==> src/rtl/dmem_pkg.sv <==
// Shared types and constants for the data-memory arbiter and its round-robin picker.
package dmem_pkg;

  localparam int DMEM_ADDR_W = 10;
  localparam int DMEM_DATA_W = 32;

  localparam logic PORT_CPU = 1'b0;
  localparam logic PORT_DMA = 1'b1;

  typedef enum logic [1:0] {
    IDLE   = 2'd0,
    ACCESS = 2'd1,
    RESP   = 2'd2
  } arb_state_t;

endpackage

==> src/rtl/rr_pick2.sv <==
// Combinational two-way round-robin pick with an optional grant lock.
// A lock only binds while its owner keeps requesting; otherwise normal round-robin applies.
module rr_pick2 (
  input  logic [1:0] req_i,
  input  logic       last_grant_i,
  input  logic       lock_valid_i,
  input  logic       lock_port_i,
  output logic       winner_o,
  output logic       valid_o
);

  always_comb begin
    winner_o = 1'b0;
    valid_o  = 1'b0;
    if (lock_valid_i && req_i[lock_port_i]) begin
      winner_o = lock_port_i;
      valid_o  = 1'b1;
    end else if (req_i == 2'b11) begin
      winner_o = ~last_grant_i;
      valid_o  = 1'b1;
    end else if (req_i[0]) begin
      winner_o = 1'b0;
      valid_o  = 1'b1;
    end else if (req_i[1]) begin
      winner_o = 1'b1;
      valid_o  = 1'b1;
    end
  end

endmodule

==> src/rtl/dmem_arbiter.sv <==
// Two-port arbiter for the single-port data memory: IDLE -> ACCESS -> RESP per transaction.
// Define DMEM_ARB_STATS_EN to add saturating grant/conflict counter outputs.
// Handshake: pN_req with stable we/addr/wdata/lock is held until the one-cycle pN_ack;
// req is sampled only in IDLE, so a requester may drop or change it on the edge after ack.
module dmem_arbiter
  import dmem_pkg::*;
#(
  parameter int ADDR_W = DMEM_ADDR_W,
  parameter int DATA_W = DMEM_DATA_W
) (
  input  logic              clk,
  input  logic              reset_n,
  input  logic              p0_req,
  input  logic              p0_we,
  input  logic              p0_lock,
  input  logic [31:0]       p0_addr,
  input  logic [DATA_W-1:0] p0_wdata,
  output logic              p0_ack,
  output logic              p0_err,
  input  logic              p1_req,
  input  logic              p1_we,
  input  logic              p1_lock,
  input  logic [31:0]       p1_addr,
  input  logic [DATA_W-1:0] p1_wdata,
  output logic              p1_ack,
  output logic              p1_err,
  output logic [DATA_W-1:0] rdata,
  output logic              mem_read,
  output logic              mem_write,
  output logic [31:0]       mem_addr,
  output logic [DATA_W-1:0] mem_wdata,
  input  logic [DATA_W-1:0] mem_rdata,
  output logic              busy,
  output arb_state_t        dbg_state
`ifdef DMEM_ARB_STATS_EN
  ,
  output logic [31:0]       p0_grants,
  output logic [31:0]       p1_grants,
  output logic [31:0]       conflicts
`endif
);

  arb_state_t        state_q, state_d;
  logic              port_q;
  logic              we_q;
  logic              lock_q;
  logic [31:0]       addr_q;
  logic [DATA_W-1:0] wdata_q;
  logic              err_q;
  logic [DATA_W-1:0] rdata_q;
  logic              last_grant_q;
  logic              lock_valid_q;
  logic              lock_port_q;

  logic       pick;
  logic       pick_valid;
  logic [1:0] req;
  logic       in_range;

  assign req      = {p1_req, p0_req};
  assign in_range = (addr_q[31:ADDR_W] == '0);

  rr_pick2 u_pick (
    .req_i        (req),
    .last_grant_i (last_grant_q),
    .lock_valid_i (lock_valid_q),
    .lock_port_i  (lock_port_q),
    .winner_o     (pick),
    .valid_o      (pick_valid)
  );

  always_comb begin
    state_d = state_q;
    case (state_q)
      IDLE:    if (pick_valid) state_d = ACCESS;
      ACCESS:  state_d = RESP;
      RESP:    state_d = IDLE;
      default: state_d = IDLE;
    endcase
  end

  always_ff @(posedge clk or negedge reset_n) begin
    if (!reset_n) begin
      state_q      <= IDLE;
      port_q       <= PORT_CPU;
      we_q         <= 1'b0;
      lock_q       <= 1'b0;
      addr_q       <= '0;
      wdata_q      <= '0;
      err_q        <= 1'b0;
      rdata_q      <= '0;
      last_grant_q <= PORT_DMA;
      lock_valid_q <= 1'b0;
      lock_port_q  <= PORT_CPU;
    end else begin
      state_q <= state_d;
      case (state_q)
        IDLE: begin
          // An owner that stops requesting gives up its lock.
          if (lock_valid_q && !req[lock_port_q]) lock_valid_q <= 1'b0;
          if (pick_valid) begin
            port_q  <= pick;
            we_q    <= pick ? p1_we    : p0_we;
            lock_q  <= pick ? p1_lock  : p0_lock;
            addr_q  <= pick ? p1_addr  : p0_addr;
            wdata_q <= pick ? p1_wdata : p0_wdata;
          end
        end
        ACCESS: begin
          err_q <= !in_range;
          if (!in_range)  rdata_q <= '0;
          else if (!we_q) rdata_q <= mem_rdata;
        end
        RESP: begin
          last_grant_q <= port_q;
          lock_valid_q <= lock_q;
          lock_port_q  <= port_q;
        end
        default: ;
      endcase
    end
  end

  // Memory strobes come straight from the state so a reset drops them at once.
  always_comb begin
    mem_read  = 1'b0;
    mem_write = 1'b0;
    mem_addr  = '0;
    mem_wdata = '0;
    if (state_q == ACCESS && in_range) begin
      mem_read  = !we_q;
      mem_write = we_q;
      mem_addr  = {{(32-ADDR_W){1'b0}}, addr_q[ADDR_W-1:0]};
      mem_wdata = wdata_q;
    end
  end

  assign p0_ack    = (state_q == RESP) && (port_q == PORT_CPU);
  assign p1_ack    = (state_q == RESP) && (port_q == PORT_DMA);
  assign p0_err    = p0_ack && err_q;
  assign p1_err    = p1_ack && err_q;
  assign rdata     = rdata_q;
  assign busy      = (state_q != IDLE);
  assign dbg_state = state_q;

`ifdef DMEM_ARB_STATS_EN
  logic [31:0] p0_grants_q, p1_grants_q, conflicts_q;

  always_ff @(posedge clk or negedge reset_n) begin
    if (!reset_n) begin
      p0_grants_q <= '0;
      p1_grants_q <= '0;
      conflicts_q <= '0;
    end else begin
      if (p0_ack && p0_grants_q != '1) p0_grants_q <= p0_grants_q + 32'd1;
      if (p1_ack && p1_grants_q != '1) p1_grants_q <= p1_grants_q + 32'd1;
      if (state_q == IDLE && req == 2'b11 && !lock_valid_q && conflicts_q != '1)
        conflicts_q <= conflicts_q + 32'd1;
    end
  end

  assign p0_grants = p0_grants_q;
  assign p1_grants = p1_grants_q;
  assign conflicts = conflicts_q;
`endif

endmodule

==> config.mk <==
export PLATFORM = sky130hd
export DESIGN_NAME = dmem_arbiter
export DESIGN_NICKNAME = d
export VERILOG_FILES = /design/src/rtl/dmem_pkg.sv /design/src/rtl/rr_pick2.sv /design/src/rtl/dmem_arbiter.sv
export SDC_FILE = /design/constraint.sdc
export NUM_CORES = 1
export LEC_CHECK = 0
export ABC_AREA = 1
export CORE_MARGIN = 1
export CORE_UTILIZATION = 45
export CTS_CLUSTER_DIAMETER = 80
export DETAILED_ROUTE_END_ITERATION = 12
export MAX_ROUTING_LAYER = met4
export PLACE_DENSITY = 0.87
export SYNTH_ARGS = -nofsm -noshare
export SYNTH_HDL_FRONTEND = slang
export SYNTH_SLANG_ARGS = --single-unit
==> constraint.sdc <==
create_clock -name clk -period 2.45 [get_ports clk]
set_input_delay 0.3675 -clock clk [delete_from_list [all_inputs] [get_ports clk]]
set_output_delay 0.3675 -clock clk [all_outputs]
set_load 0.05 [all_outputs]
==> results.py <==
metrics = {
    "worst_setup_path": {
        "slowest_delay_ns": 0.71,
        "critPathBufInv": 2,
        "path_delay_family": "buffers and inverters",
        "cp_cell_sequence": "nor2_1 -> inv_1 -> clkdlybuf4s50_1",
        "cp.required_ns": 2.08,
        "crit_fanout": 5,
        "cp-end-kind": "output port",
        "path_class": "flop to output port",
        "crit_arrival_ns": 1.93,
        "critPathLaunchType": "flop",
        "cp_slowest_cell": "clkdlybuf4s50_1",
    },
    "cts": {
        "root_buffer": "clkbuf_16",
        "cts_tree": "done",
        "path_clk_slew_ns": 0.07,
        "numCtsBuffers": 9,
        "postCtsSetupRepairBufs": 0,
        "cts_sinks": 105,
        "clk-insertion-delay-late_ns": 0.35,
        "clock_path_buffers": 2,
        "htreeDepth": 3,
    },
    "floorplanning": {
        "dieHeight_um": 115,
        "start_util_pct": 46.1,
        "die_w_um": 115,
        "ios": 273,
        "core_area_um2": 12600,
        "rows": 41,
        "die-area_um2": 13300,
    },
    "place": {
        "numPortBuffers": 250,
        "place_ws_ns": 0.397,
        "gp_congestion": 0.823,
        "place_hpwl_um": 12900,
    },
    "drt": {
        "wl_um": 17600,
        "drc": 0,
        "wl_per_cell_um": 15.8,
        "routed_via_density": 5.05,
        "vias": 5630,
        "postRouteAntennaNets": 0,
        "drt_iter0_drc": 485,
        "dr.pass1.iters": 5,
    },
    "min_path": {
        "hp-class": "flop to flop",
    },
    "layout": {
        "layout_commonest_cell": "clkdlybuf4s50_1",
        "layout_common_cells": "clkdlybuf4s50_1 (200), nand2_1 (139), dfrtp_1 (104), a21oi_1 (102), inv_1 (78)",
        "nNetsFinal": 1107,
        "fillers": 943,
        "multi_input_area_um2": 2510,
        "n_antenna_cell": 0,
        "drive_above_1_share_pct": 14.5,
        "area_growth_syn_to_layout_pct": 56.3,
        "ff_latch_area_um2": 2630,
    },
    "synth": {
        "synth.distinct_cells": 29,
        "netlist_area_um2": 5790,
        "synthTopCellsByArea": "dfrtp_1 (45%), nand2_1 (9.0%), a21oi_1 (8.8%)",
        "yosysSeqAreaShare_pct": 45.4,
        "avgSynthCellArea_um2": 8.16,
        "synth_top_cell_by_area": "dfrtp_1",
        "synth_seq_cells": 105,
        "synth_top_area_share_pct": 44.9,
        "yosysWarningCount": 0,
        "syn_inst": 710,
    },
    "timing": {
        "clock_skew_ns": 0.00704,
        "fin_ws_ns": 0.148,
        "worst_pin_slew_ns": 0.715,
        "fmax_mhz": 434,
        "fin_crit_ns": 2.30,
        "slew_headroom_pct": 52.2,
        "slew_viol_final": 0,
        "final.period_utilization_pct": 94.0,
        "fin_tns_setup_ns": 0,
        "setup_viol": 0,
        "hold_viol_final": 0,
        "rsz0062_at_grt": "false",
    },
    "global_route": {
        "grt_max_degree": 65,
        "antenna_found_initial": 0,
        "grtUsageTotal_pct": 27.9,
        "grt_first_pass_wirelength_um": 27900,
        "grt_overflow": 0,
        "grt_pass1_vias": 5603,
    },
    "job": {
        "maxCapViolCount": 0,
    },
    "power_and_ir_drop": {
        "leakage_nw": 4.22,
        "max-vdd-ir-drop_mv": 0.579,
        "power_density_nw_per_um2": 804,
    },
    "outcome": {
        "outcome": "completed",
    },
}
[cell usage after synthesis (all sizes together)]
cell    instances
nor3            2
dfrtp         104
a21oi         102
nand2         141
inv            81
buf            49
conb            1
nand3           3
o21ai          33
o21a            1
nand4          69
clkbuf         23
dfstp           1
nor2           98
a31oi           1
or2             1
[cell type report]
| class | count | share of cell area, % |
|---|---|---|
| clock buffer | 12 | 2.72 |
| timing repair buffer | 269 | 34.6 |
| multi-input combinational | 473 | 27.7 |
| tap | 172 | 2.38 |
| inverter | 81 | 3.36 |
| sequential | 105 | 29.0 |
| clock inverter | 3 | 0.193 |
[flip-flops by register name, summed over array words and instances (netlist names)]
name,flops
last_grant_q,1
lock_valid_q,1
rdata,32
dbg_state,2
lock_port_q,1
we_q,1
addr_q,32
wdata_q,32
err_q,1
port_q,1
lock_q,1
[final timing paths]
| check | startpoint | to | slack [ns] | depth (start not counted) |
|---|---|---|---|---|
| max reg2reg | dbg_state[1] | wdata_q[24] | 0.60 | 5 |
| max | dbg_state[1] | busy | 0.15 | 3 |
| min | rdata[21] | rdata[21] | 0.47 | 2 |
| min in group asynchronous | reset_n | rdata[24] | 0.51 | 2 |
| max in group asynchronous | reset_n | last_grant_q | 1.23 | 3 |
| min reg2reg | rdata[21] | rdata[21] | 0.47 | 2 |
[cell families after synthesis]
| family | after synthesis | share of synthesized area [%] |
|---|---|---|
| AO/OA/AOI/OAI | 137 | 12.0 |
| buffers and inverters | 153 | 13.1 |
| flip-flops | 105 | 45.4 |
| other | 1 | 0.0647 |
| AND/OR/NAND/NOR | 314 | 29.5 |
[stage by stage]
stage               hold slack, ns  power [mW]  util, %  std cells  cell area (µm²)
finish                       0.470        7.28     72.0       1115             9050
global route                 0.497        7.81     72.0       1115             9050
CTS                          0.474        7.31     72.0       1115             9050
detailed placement           0.342        5.95     69.8       1099             8770
global placement             0.339        5.79     69.8       1099             8770
floorplan                   0.0719        4.94        -        731             5870
[report_power, final]
| group | total [mW] | leakage, nW | internal (mW) | switching (mW) |
|---|---|---|---|---|
| clock | 1.34 | 0.128 | 0.710 | 0.628 |
| sequential | 2.71 | 1.30 | 2.35 | 0.360 |
| combinational | 3.23 | 2.79 | 1.07 | 2.16 |
| total | 7.28 | 4.22 | 4.13 | 3.15 |
[per-layer routing]
layer / track usage, % / up-vias / wire, µm
li1: - / 2720 / -
met1: 34.0 / 2641 / 7150
met2: 44.5 / 222 / 8810
met3: 7.06 / 47 / 1120
met4: 10.6 / 0 / 533
met5: - / - / 0
[worst reg2reg max path: cells and delay by family, from the launching register on]
family	cells	cell delay, ns
DFF	1	0.46
and+or+nand+nor	2	0.47
AOI/OAI and AO/OA	2	0.30
buffers and inverters	1	0.55
[timing repair]
action | in CTS | in global routing
endpoints found under the hold margin | 32 | 0
setup endpoints to repair | 0 | 3
gates resized for setup | 0 | 3
hold buffers | 1 | 0
Note: power is estimated with default switching activity, not from simulation.
